`config.mk`:
```
export PLATFORM = sky130hd
export DESIGN_NAME = click_collector
export DESIGN_NICKNAME = d
export VERILOG_FILES = /design/src/rtl/click_pkg.sv /design/src/rtl/click_fifo.sv /design/src/rtl/click_collector.sv
export SDC_FILE = /design/constraint.sdc
export NUM_CORES = 1
export LEC_CHECK = 0
export ABC_AREA = 1
export CORE_MARGIN = 1
export CORE_UTILIZATION = 45
export DETAILED_ROUTE_END_ITERATION = 8
export HOLD_SLACK_MARGIN = 0.02
export MAX_ROUTING_LAYER = met4
export PLACE_DENSITY_LB_ADDON = 0.05
export SLEW_MARGIN = 20
export SYNTH_ARGS = -nofsm -noshare
export SYNTH_HDL_FRONTEND = slang
export SYNTH_SLANG_ARGS = --single-unit
```
`constraint.sdc`:
```
create_clock -name clk -period 9.47 [get_ports clk]
set_input_delay 0.947 -clock clk [delete_from_list [all_inputs] [get_ports clk]]
set_output_delay 0.947 -clock clk [all_outputs]
set_load 0.01 [all_outputs]
```
`src/rtl/click_pkg.sv`:
```
// click_pkg: record layout and collector FSM states
// shared by the click collector and its FIFO.
package click_pkg;

  localparam int REC_W    = 32;
  localparam int CH_MSB   = 31;
  localparam int CH_LSB   = 29;
  localparam int TIME_MSB = 28;
  localparam int TIME_LSB = 0;

  typedef enum logic [1:0] {
    IDLE,
    CLEAR,
    WAIT_LOW
  } state_t;

endpackage

```
`src/rtl/click_fifo.sv`:
```
// click_fifo: synchronous first-word-fall-through FIFO.
// Ports: i_push/i_data write, i_pop read, o_valid/o_data head, o_full, o_count.
module click_fifo #(
  parameter int WIDTH = 32,
  parameter int DEPTH = 16
) (
  input  logic                   clk,
  input  logic                   rst_n,
  input  logic                   i_push,
  input  logic [WIDTH-1:0]       i_data,
  input  logic                   i_pop,
  output logic                   o_valid,
  output logic [WIDTH-1:0]       o_data,
  output logic                   o_full,
  output logic [$clog2(DEPTH):0] o_count
);

  localparam int AW = $clog2(DEPTH);
  localparam logic [AW:0] FULL_CNT = DEPTH[AW:0];

  logic [WIDTH-1:0] r_mem [DEPTH];
  logic [AW-1:0]    r_wp;
  logic [AW-1:0]    r_rp;
  logic [AW:0]      r_cnt;
  logic             w_push;
  logic             w_pop;

  assign o_valid = (r_cnt != '0);
  assign o_full  = (r_cnt == FULL_CNT);
  assign o_count = r_cnt;
  assign w_push  = i_push & ~o_full;
  assign w_pop   = i_pop & o_valid;
  // Head reads as zero when empty so out_data is clean after reset.
  assign o_data  = o_valid ? r_mem[r_rp] : '0;

  always_ff @(posedge clk) begin
    if (w_push) r_mem[r_wp] <= i_data;
  end

  always_ff @(posedge clk or negedge rst_n) begin
    if (!rst_n) begin
      r_wp  <= '0;
      r_rp  <= '0;
      r_cnt <= '0;
    end else begin
      if (w_push) r_wp <= r_wp + 1'b1;
      if (w_pop)  r_rp <= r_rp + 1'b1;
      case ({w_push, w_pop})
        2'b10:   r_cnt <= r_cnt + 1'b1;
        2'b01:   r_cnt <= r_cnt - 1'b1;
        default: r_cnt <= r_cnt;
      endcase
    end
  end

endmodule

```
`src/rtl/click_collector.sv`:
```
// click_collector: synchronises click-register ready flags, grants round-robin,
// queues records in a FIFO and pulses clear; records leave as a valid/ready stream.
module click_collector
  import click_pkg::*;
#(
  parameter int NCH         = 8,
  parameter int DEPTH       = 16,
  parameter int SYNC_STAGES = 2
) (
  input  logic                   clk,
  input  logic                   rst_n,
  input  logic [NCH-1:0]         click_ready,
  input  logic [NCH*REC_W-1:0]   click_data,
  output logic [NCH-1:0]         click_clear,
  output logic                   out_valid,
  input  logic                   out_ready,
  output logic [REC_W-1:0]       out_data,
  output logic [$clog2(DEPTH):0] fifo_level,
  output logic                   busy
);

  localparam int CW = (NCH > 1) ? $clog2(NCH) : 1;
  localparam logic [CW-1:0] LAST_CH = CW'(NCH - 1);

  logic [SYNC_STAGES-1:0][NCH-1:0] r_sync;
  logic [NCH-1:0]   w_rdy_s;
  logic [NCH-1:0]   w_blocked;
  logic [NCH-1:0]   w_req;
  logic [NCH-1:0]   r_clear;
  state_t           r_state;
  state_t           w_next;
  logic [CW-1:0]    r_g;
  logic [CW-1:0]    r_last;
  logic [CW-1:0]    w_pick;
  logic [CW-1:0]    w_idx;
  logic             w_hit;
  logic             w_grant;
  logic             w_full;
  logic [REC_W-1:0] w_wdata;

  always_ff @(posedge clk or negedge rst_n) begin
    if (!rst_n) r_sync <= '0;
    else        r_sync <= {r_sync[SYNC_STAGES-2:0], click_ready};
  end

  assign w_rdy_s   = r_sync[SYNC_STAGES-1];
  // The channel being serviced is masked until it is back in IDLE.
  assign w_blocked = (r_state == IDLE) ? '0 : (NCH'(1) << r_g);
  assign w_req     = w_rdy_s & ~w_blocked;

  // Round-robin search starting just after the last completed grant.
  always_comb begin
    w_hit  = 1'b0;
    w_pick = r_last;
    w_idx  = '0;
    for (int i = 1; i <= NCH; i++) begin
      w_idx = CW'((int'(r_last) + i) % NCH);
      if (!w_hit && w_req[w_idx]) begin
        w_hit  = 1'b1;
        w_pick = w_idx;
      end
    end
  end

  always_comb begin
    w_wdata = '0;
    for (int k = 0; k < NCH; k++) begin
      if (w_pick == CW'(k)) w_wdata = click_data[k*REC_W +: REC_W];
    end
  end

  always_comb begin
    w_next  = r_state;
    w_grant = 1'b0;
    case (r_state)
      IDLE: begin
        if (w_hit && !w_full) begin
          w_grant = 1'b1;
          w_next  = CLEAR;
        end
      end
      CLEAR:    w_next = WAIT_LOW;
      WAIT_LOW: if (!w_rdy_s[r_g]) w_next = IDLE;
      default:  w_next = IDLE;
    endcase
  end

  always_ff @(posedge clk or negedge rst_n) begin
    if (!rst_n) begin
      r_state <= IDLE;
      r_g     <= LAST_CH;
      r_last  <= LAST_CH;
      r_clear <= '0;
    end else begin
      r_state <= w_next;
      r_clear <= w_grant ? (NCH'(1) << w_pick) : '0;
      if (w_grant) r_g <= w_pick;
      if (r_state == WAIT_LOW && w_next == IDLE) r_last <= r_g;
    end
  end

  assign click_clear = r_clear;
  assign busy        = (r_state != IDLE);

  click_fifo #(
    .WIDTH (REC_W),
    .DEPTH (DEPTH)
  ) u_fifo (
    .clk     (clk),
    .rst_n   (rst_n),
    .i_push  (w_grant),
    .i_data  (w_wdata),
    .i_pop   (out_ready),
    .o_valid (out_valid),
    .o_data  (out_data),
    .o_full  (w_full),
    .o_count (fifo_level)
  );

endmodule

```
Word-level counts from Yosys, hierarchy flattened
Memory sizes are Yosys's and may differ from the RTL's.
Index checks and enable logic that the tools add are counted.

operators by class
  $add $sub $neg = 12
  $mul = 0
  div/mod/pow operators = 0
  $lt $le $gt $ge = 9
  equality and inequality tests = 12
  shifts and indexed selects = 2
  muxes and demuxes = 53
  bitwise logic cells = 5
  reductions and logical operators = 23

operators by type and width
  cell                                                                  count
  32-bit 2-to-1 mux                                                     9
  3-bit by 4-bit < comparator with 1-bit output, second input constant  9
  1-bit binary-select mux with 3-bit select                             9
  3-bit 2-to-1 mux                                                      8
  1-bit 2-to-1 mux                                                      21
  8-bit 2-to-1 mux                                                      2
  1-bit by 3-bit << shifter with 8-bit output, first input constant     2
  3-bit adder, second input constant                                    4
  3-bit == test, second input constant                                  4
  5-bit one-hot mux with 2 select lines                                 1
  1-bit logical AND                                                     9
  4-bit by 1-bit adder with 4-bit output, second input constant         2
  8-bit bitwise AND                                                     1
  1-bit zero test                                                       8
  8-bit inverter                                                        1
  3-bit by 1-bit adder with 3-bit output, second input constant         2
  3-bit by 2-bit adder with 3-bit output, second input constant         2
  3-bit by 2-bit == test with 1-bit output, second input constant       2
  2-bit one-hot mux with 3 select lines                                 1
  5-bit by 1-bit adder with 5-bit output, second input constant         1
  5-bit == test, second input constant                                  1
  5-bit nonzero test                                                    1
  5-bit by 1-bit subtractor with 5-bit output, second input constant    1
  2-bit by 1-bit == test with 1-bit output, second input constant       2
  other kinds (8)                                                       13

storage, ports and cells
  register bits = 45
  latch bits = 0
  bits in writable memories = 512
  ROM bits = 0
  output and inout bits = 47
  logic and storage cells = 126
  memories = 1

memories
  name          words  width  rd ports  clocked after memory_dff  write ports  RTL line          RTL
  u_fifo.r_mem  16     32     1         0                         1            click_fifo.sv:21  logic [WIDTH-1:0] r_mem [DEPTH];

Longest topological paths before layout
Gate-level depths: netlist (run 1).

  depth after elaboration = 37
  depth in mapped cells = 27

By module
Synthesis (run 1) repeated with hierarchy kept, for this count alone.

second synthesis, totals
  cells, all modules = 2607
  area total of the unflattened synthesis = 25709.7 um2

by module, submodules not included
  module           times used  cells each  area each (um2)
  click_fifo       1           1830        21344.2
  click_collector  1           777         4365.4

Worst setup path before layout (run 1)
Ideal clock, no wire load.

  kind = flip-flop to flip-flop
  start = reg r_last[1]
  end = mem u_fifo.r_mem[11][0] (enable)
  library setup time = 0.421 ns
  arrival time = 3.884 ns
  data required time = 9.049 ns
  path slack = 5.165 ns
  stages on the path, launching flop included = 16
  path buffers = 2
  clock period less this slack = 4.305 ns
  cell sequence = dfstp_2 > buf_2 > inv_1 > ha_1 > clkbuf_1 > inv_1 > nand3_1 > nand2_1 > nor2_1 > o21bai_1 > inv_1 > o2111ai_1 > nand3_2 > clkinv_1 > nand2_1 > nor2_1

between the ends
  longest elaborated chain between the ends = 31

ends and longest elaborated chain
  item                                       RTL line               RTL
  start, declared                            click_collector.sv:33  logic [CW-1:0] r_last;
  start signal, assigned                     click_collector.sv:98  if (r_state == WAIT_LOW && w_next == IDLE) r_last <= r_g;
  3-bit by 1-bit adder with 3-bit output     click_collector.sv:57  w_idx = CW'((int'(r_last) + i) % NCH);
  1-bit binary-select mux with 3-bit select  click_collector.sv:58  if (!w_hit && w_req[w_idx]) begin
  1-bit 2-to-1 mux (not written as such)     click_collector.sv:58
  1-bit 2-to-1 mux                           click_collector.sv:58
  1-bit zero test                            click_collector.sv:58
  1-bit logical AND                          click_collector.sv:58
  1-bit 2-to-1 mux                           click_collector.sv:58
  1-bit zero test                            click_collector.sv:58
  [... 15 more ...]                          --
  1-bit logical AND                          click_collector.sv:58
  1-bit 2-to-1 mux *                         click_collector.sv:58
  1-bit logical AND *                        click_collector.sv:77  if (w_hit && !w_full) begin
  1-bit 2-to-1 mux *                         click_collector.sv:77
  1-bit 2-to-1 mux *                         click_collector.sv:75  case (r_state)
  1-bit bitwise AND *                        click_fifo.sv:31       assign w_push = i_push & ~o_full;
  1-bit 2-to-1 mux *                         click_fifo.sv:37       if (w_push) r_mem[r_wp] <= i_data;
  1-bit 2-to-1 mux (not written as such) *   click_fifo.sv:37
  end, declared                              click_fifo.sv:21

Every way passes the cells marked *; elsewhere a longest branch is shown, timed or not. The select of a mux whose other input is x is not followed.

Worst setup path in the final report (run 1)
  start = reg u_fifo.r_rp[1]
  end = out out_data[0]

between the ends
  longest elaborated chain between the ends = 2

ends and longest elaborated chain
  item                     RTL line               RTL
  start, declared          click_fifo.sv:23       logic [AW-1:0] r_rp;
  start signal, assigned   click_fifo.sv:47       if (w_pop) r_rp <= r_rp + 1'b1;
  memory read 16 x 32 bit  --
  32-bit 2-to-1 mux        click_fifo.sv:34       assign o_data = o_valid ? r_mem[r_rp] : '0;
  end, declared            click_collector.sv:17  output logic [REC_W-1:0] out_data,

Every way passes these cells.

==> flow_results.org, run 1 <==
** Global route
- Largest net degree at the start of global routing :: around 110
- Across every metal layer, demand over resource in global routing totals between 20% and 30%.
- The first global-routing pass estimated 119 mm of wire.
- Via count of the first global-routing pass :: between 15,000 and 20,000
- Summed over all layers, the global routing overflow is 0.
- Antenna violations before repair :: 2

** Routing
- Via/cell ratio :: between 5 and 6
- The detailed router finished its first iteration with 1,931 violations.
- In this run the remaining antenna-violating nets after routing total 0.
- In the final routed layout, each cell accounts on average for 25.9 microns.
- The pre-antenna-repair detailed-routing pass consisted of 6 iterations.
- Via count of the routed design :: roughly 19,000
- Wire length reported by the detailed router :: ~80 mm
- Remaining design rule violation count :: 0

** Place
- IO buf count :: ~310
- The congestion estimate from routability-driven global placement came to roughly 1.0.
- Placed standard-cell area :: about 28,000 sq um
- The wire-length estimate of the detail-placed layout is approximately 50 mm.

** Critical path
- Maximum cell stage delay along the critical path :: 820 ps
- In this run the register-to-register setup slack is between 3000 and 4000 ps.
- In this run the number of cells on the critical path is 9.
- On the critical path the largest part of the delay comes from buffers and inverters.
- Of all nets on the critical path, the largest fanout is 79.
- WP data required :: approximately 8500 ps
- The slowest stage of the critical path is the buf_4 cell.
- Arrival time of the worst setup path :: 4800 ps
- The worst setup path is launched from a flop.
- Setup CP Type :: flop to primary output
- Critical R2R Capture :: u_fifo.r_mem[0][7]$_DFFE_PP_
- Together, buffers and inverters on the worst path number 3.
- The critical path goes through clkinv_2 > buf_4 > o21ai_0 > o22ai_1 > nor2_1 > nor2_1 > o21ai_0 > a21oi_1 > clkdlybuf4s50_1.
- The worst setup path is captured at a primary output.
- The startpoint identified for the worst register-to-register timing path is r_last[0]$_DFFE_PN1P_.
- For the worst flop-to-flop path, the logic depth is 20.

** Logic synthesis
- Prevailing post-synth register cell :: edfxtp_1
- Asr flop ratio synth :: about 8.1%
- The Yosys step of the flow raised 0 warnings.
- Synthesis inferred 557 register bits.
- Mean post-synth cell area :: about 11 sq um
- Area of the mapped netlist :: approximately 25,000 sq um
- The synthesized netlist contains 43 unique library cells.
- In the synthesized netlist, the number of instances is around 2,200.
- EDFF count, synth :: slightly above 500
- Proportion of synthesized chip area in sequential cells :: slightly below 70%
- When the netlist entered floorplanning its net count stood at approximately 2,500.

** Hold path
- The worst hold path passes through 0 cells.
- The worst hold path belongs to the class flop to flop.
- Hold path startpoint :: r_sync[5]$_DFF_PN0_
- Hold-critical path endpoint :: w_rdy_s[5]$_DFF_PN0_

** STA
- The number of failing hold endpoints at the final stage is 0.
- Post-route setup TNS :: 0 ps
- Number of setup violations in the final report :: 0
- Final min period :: 5740 ps
- At the pin with the least slew margin, the transition time is about 1100 ps.
- On the final layout, the worst clock skew is ~24 ps.
- Max-slew headroom at the worst pin :: between 20% and 30%
- Based on the critical path, the design can be clocked at up to between 150 and 200 MHz.
- Hold timing on the final database bottoms out at a slack of 347 ps.
- The final max-slew violation count was 0.
- Dividing the final minimum period by the clock period gives 60.6%.
- Setup repair after global routing left no endpoint under its margin.

** Status
- The run finished with clean final reports.

** Floorplan
- Width of the die :: approximately 240 microns
- For this design the top-level I/O count stands at around 310.
- Die Outline Area :: 55,500 sq um
- Number of rows created at floorplan :: 85
- For this configuration, the core starts out at a cell density of between 40% and 50%.
- In this run the standard cell core region covers 53,900 sq um.
- The die is roughly 240 microns tall.

** Cells and area
- Fraction of layout instances using a drive strength above 1 :: under 10%
- Net count of the finished layout :: roughly 2,700
- For this run, the share of the core covered by cells in the final layout is 55.7%.
- Number of fill cells in the layout :: around 4,600
- In the final layout, the multi-input gates occupy between 7000 and 8000 sq um.
- Final standard cell area without fillers :: between 30,000 and 40,000 sq um
- Sequential Area :: between 15,000 and 20,000 sq um
- Synth-to-Final Area Change :: 22.4%

** Clock network
- Number of resized instances in the post-cts repair step :: 0
- TritonCTS built the clock tree.
- The cell sitting at the root of the clock tree is a clkbuf_16.
- Number of buffers on the longest clock path :: 3
- The clock net in this run drives a total of ~560 sinks.
- Total CTS buffers :: between 50 and 60
- Clock-pin slew was measured on the worst setup and hold paths at about 60 ps.
- Buffers inserted to repair hold after CTS numbered 0.
- After clock tree synthesis, the setup repair step added 0 buffers.
- H-tree depth :: 2
- The clock reaches the later pin of the worst-skew pair after 610 ps.

** Flow run
- The tool flagged a number of max-cap violations equal to 0.
-- state kept, by name, summed over array words and instances (netlist names) --
name / flops
u_fifo.r_mem: 512
r_last: 3
u_fifo.r_wp: 4
r_state: 2
u_fifo.r_rp: 4
click_clear: 8
w_rdy_s: 8
r_g: 3
u_fifo.o_count: 5
r_sync: 8
-- how the worst max path moves through the flow --
stage | startpoint | to | slack, ps
after floorplan | r_last[1]$_DFFE_PN1P_ | u_fifo.r_mem[11][0]$_DFFE_PP_ | 5170
after CTS | u_fifo.r_rp[1]$_DFFE_PN0P_ | out_data[0] | 3740
after global routing | r_last[0]$_DFFE_PN1P_ | u_fifo.r_mem[3][7]$_DFFE_PP_ | 3420
after global placement | r_last[0]$_DFFE_PN1P_ | u_fifo.r_mem[6][31]$_DFFE_PP_ | 4190
final | u_fifo.r_rp[1]$_DFFE_PN0P_ | out_data[0] | 3730
after detailed placement | r_last[0]$_DFFE_PN1P_ | u_fifo.r_mem[0][7]$_DFFE_PP_ | 4050
-- synth_stat cells, types with 7 or more instances --
master    instances  area share [%]
a21oi_1          34            0.69
buf_1             8            0.12
buf_2            26            0.53
clkbuf_1        106             1.6
dfrtp_1          39             4.0
edfxtp_1        512              63
ha_1             11            0.56
inv_1            72             1.1
nand2_1         189             2.9
nand2_2          11            0.28
nand3_1         230             4.7
nand3_2           7            0.29
nand4_1          39            0.99
nor2_1          364             5.6
o21ai_0         294             6.0
o21ai_1          11            0.22
o21bai_1         24            0.73
o221ai_1        100             3.6
o22ai_1          28            0.71
xor2_1            8            0.29
-- through the flow --
step | cells | setup slack (ps)
after floorplan | 2172 | 5170
after global placement | 3065 | 4190
after detailed placement | 3065 | 4050
after CTS | 3163 | 3740
after global routing | 3165 | 3420
final | 3167 | 3730
-- placed cells by master (no fill, tap or decap), drive strengths merged, types with 6 or more instances in the layout --
| cell | synthesis | layout |
|---|---|---|
| a21oi | 36 | 36 |
| buf | 43 | 34 |
| clkbuf | 106 | 67 |
| clkdlybuf4s50 | 0 | 312 |
| clkinv | 1 | 28 |
| dfrtp | 39 | 39 |
| dfstp | 6 | 6 |
| edfxtp | 512 | 512 |
| ha | 11 | 11 |
| inv | 76 | 74 |
| nand2 | 203 | 203 |
| nand3 | 237 | 237 |
| nand4 | 42 | 42 |
| nor2 | 373 | 373 |
| o21ai | 305 | 305 |
| o21bai | 24 | 24 |
| o221ai | 100 | 100 |
| o22ai | 28 | 28 |
| or2 | 6 | 6 |
| xor2 | 8 | 8 |
-- logic make-up after synthesis --
group | Yosys count | synth area share (%)
DFF | 557 | 67.2
adders and majority gates | 12 | 0.642
and+or+nand+nor | 862 | 15.5
AOI/OAI and AO/OA | 504 | 12.4
xor gates and xnor gates | 11 | 0.392
buffers and inverters | 226 | 3.82
-- per-layer routing --
layer | part of all wire (%) | GRT usage (%)
met1 | 42 | 39.9
met2 | 48 | 47.5
met3 | 7.1 | 3.90
met4 | 3.2 | 9.31
met5 | 0 | -
-- layout make-up --
type | count | share of cell area (%)
flip-flops and latches | 557 | 55.0
inverters | 77 | 0.987
clock buffers | 67 | 4.87
well taps | 696 | 2.90
repair buffers | 346 | 11.2
clock inverters | 31 | 0.928
multi-input cells | 1389 | 24.1
diodes | 4 | 0.0333
Power of run 1 is left out: the tool's default activity adds up to more than one toggle a clock period on the data nets, which glitch-free logic cannot reach.
==> run 2: changes to the inputs <==
- clock period: 9.47 -> 5.51 ns (I/O delays scaled with it)
==> run 2 against run 1 <==
Net effect: first-iteration DRC count fell by 17%; via count fell by 0.60%; wire length fell by 2.6%; core utilization rose by 0.73 points; register-to-register slack got worse by 3500 ps; sequential share of layout area fell by 0.71 points; flip-flop and latch count did not move; hold slack got worse by 9.4 ps; count of clock-buffer cells in the layout rose by 7; global-route usage fell by 0.53 points.
==> flow_results.org, run 2 (synthesized netlist as in run 1, its figures left out) <==
** Clock network
- H-tree depth :: 2 (unchanged)
- Clock transition at path regs :: 60 ps (about the same)
- The quantity of gates resized following cts came to 0 (unchanged).
- Clock tree from TritonCTS :: built
- The maximum clock insertion buffer count came to 3 (unchanged).
- CTS Root Buffer Type :: clkbuf_16
- Worst-Skew Late Latency :: 610 ps (about the same)
- The count of clock tree sinks came to 557 (unchanged).
- Total CTS buffers :: 56 (unchanged)

** Cells and area
- Number of flip-flops in the largest register :: 512 (unchanged)
- Register bank with the most flops :: u_fifo.r_mem
- Most frequent standard cell in the layout excluding fill and tap cells :: edfxtp_1
- Fraction of layout instances using a drive strength above 1 :: 8.13% (+0.96 points)
- Sequential Area :: 16,500 sq um (unchanged)
- In the layout the commonest cells are 512 x edfxtp_1, 348 x nor2_1, 312 x clkdlybuf4s50_1.
- Synth-to-Final Area Change :: 24.0%
- The filler cell count is 4,572 (-1.0%).
- Area taken by multi-input logic gates :: 7240 sq um (unchanged)
- The total number of nets in the final design came to 2,730 (+0.89%).
- Final standard cell area without fillers :: 30,400 sq um (+1.3%)

** Place
- The placement-stage cell area was 28,700 sq um (+1.3%).
- Final RePlAce weighted congestion :: 1.03 (+2.7%)
- The count of buffers from port buffering was 313 (unchanged).
- Detail Placement HPWL :: 51.3 mm (+2.6%)

** Global route
- The number of antenna violations at the first check in global routing was 5 (+3).
- Largest net degree at the start of global routing :: 191 (+68%)
- The number of global-route vias before repair was 18,566 (+3.6%).
- The remaining global-route overflow was 0 (unchanged).
- Gr usage total :: 29.3% (-0.53 points)
- The first-pass GRT wire length was 118 mm (-0.75%).

** Routing
- Final ANT Viol Nets :: 0 (unchanged)
- Remaining design rule violation count :: 0 (unchanged)
- Number of search-and-repair iterations in the first detailed-routing pass :: 7 (+1)
- Via/cell ratio :: 5.85 (-1.5%)
- First-iteration detailed-routing DRC count :: 1,602 (-17%)
- The detailed-route wire length per cell is 25.0 microns (-3.5%).
- Via count of the routed design :: 18,711 (-0.60%)
- Wire length reported by the detailed router :: 79.8 mm (-2.6%)

** STA
- The slew of the pin with the lowest slew margin was 1030 ps (-74.8 ps).
- Peak clock frequency supported by timing :: between 150 and 200 MHz
- Setup repair after global routing left no endpoint under its margin.
- The worst-case headroom to the max-slew limit was 31.6% (+5.4 points).
- Dividing the final minimum period by the clock period gives between 90% and 100%.
- The maximum clock skew at final layout came to 13.7 ps (-10.1 ps).
- The number of failing hold endpoints at the final stage is 0 (unchanged).
- Final slew viol count :: 0 (unchanged)
- The sum of negative setup slack came to 0 ps (unchanged).
- The final hold slack was 337 ps (-9.43 ps).
- Final min period :: around 5200 ps
- Number of setup violations in the final report :: 0 (unchanged)

** Floorplan
- Effective utilization at floorplan :: 45.6% (unchanged)
- The number of primary I/O pins is 314 (unchanged).
- The height of the die is 236 microns (unchanged).
- Die Outline Area :: 55,500 sq um (unchanged)
- Width of the die :: 236 microns (unchanged)
- The core outline area came to 53,900 sq um (unchanged).
- Number of rows created at floorplan :: 85 (unchanged)

** Critical path
- WP data required :: 5550 ps (-2970 ps)
- The critical path in this run is classified as flop to flop.
- Largest driver fanout on the critical path :: 77 (-2.5%)
- The arrival time at the worst endpoint is 5240 ps (+440 ps).
- Element type at the critical path end :: flop
- STA classifies the critical path startpoint as a flop.

** Hold path
- The worst hold path belongs to the class flop to flop.

** Status
- The run finished with clean final reports.

** Flow run
- The max capacitance violation total is 0 (unchanged).
run 2: cell count changes in the layout (fill, tap and decap cells not counted), sizes merged:
| cell | change |
|---|---|
| diode | +1 |
| bufinv | -2 |
| dlygate4sd3 | +1 |
| buf | +23 |
| inv | +3 |
| clkinv | -3 |
| clkbuf | +7 |
run 2: critical path: stages, from the launching register on:
cell,delay (ps)
dfstp_2,650
inv_1,260
ha_1,500
inv_1,190
nand3_1,140
nand3_2,110
nand2_2,110
nor2_8,150
nand4_4,120
nor2_2,130
inv_1,60
o21ai_1,110
inv_1,50
nand2_1,90
nand2_4,190
buf_12,270
nand2_2,410
o21ai_0,140
o21bai_1,170
nand4_1,720
run 2: cell type report:
| cell class | instances | area share [%] |
|---|---|---|
| repair buffers | 370 | 12.4 |
| clock buffers | 74 | 4.98 |
| flip-flops and latches | 557 | 54.3 |
| multi-input cells | 1389 | 23.8 |
| clock inverters | 29 | 0.715 |
| diodes | 5 | 0.0411 |
| well taps | 696 | 2.86 |
| inverters | 77 | 0.974 |
run 2: what timing repair did:
| action | 4_1_cts | 5_1_grt |
|---|---|---|
| setup endpoints to repair | 0 | 16 |
| hold buffers | 0 | 1 |
| setup buffers | 0 | 1 |
| hold endpoints to repair | 0 | 39 |
run 2: path summary, 6_finish.rpt:
kind | startpoint | cells past startpoint | to | slack, ps
worst max-delay path | r_last[0]$_DFFE_PN1P_ | 19 | u_fifo.r_mem[10][3]$_DFFE_PP_ | 310
worst min-delay path | r_sync[7]$_DFF_PN0_ | 0 | w_rdy_s[7]$_DFF_PN0_ | 340
worst max register to register | r_last[0]$_DFFE_PN1P_ | 19 | u_fifo.r_mem[10][3]$_DFFE_PP_ | 310
worst min register to register | r_sync[7]$_DFF_PN0_ | 0 | w_rdy_s[7]$_DFF_PN0_ | 340
max in group asynchronous | rst_n | 2 | u_fifo.r_rp[0]$_DFFE_PN0P_ | 4570
min in group asynchronous | rst_n | 2 | w_rdy_s[1]$_DFF_PN0_ | 490
run 2: metal layers:
layer,vias to the layer above,track usage [%],routed length [microns]
met3,116,3.82,5210
met2,829,47.5,38500
met1,9231,38.5,33900
met4,0,9.21,2260
met5,-,-,0
li1,8535,-,-
run 2: stage by stage:
stage	worst slack, ps	util [%]	std cells
after detailed placement	448	53.2	3087
final	309	56.5	3197
after floorplan	1210	-	2172
after global routing	0.749	56.5	3197
after CTS	403	56.4	3190
after global placement	527	53.2	3087
Power of run 2 is left out for the same reason.
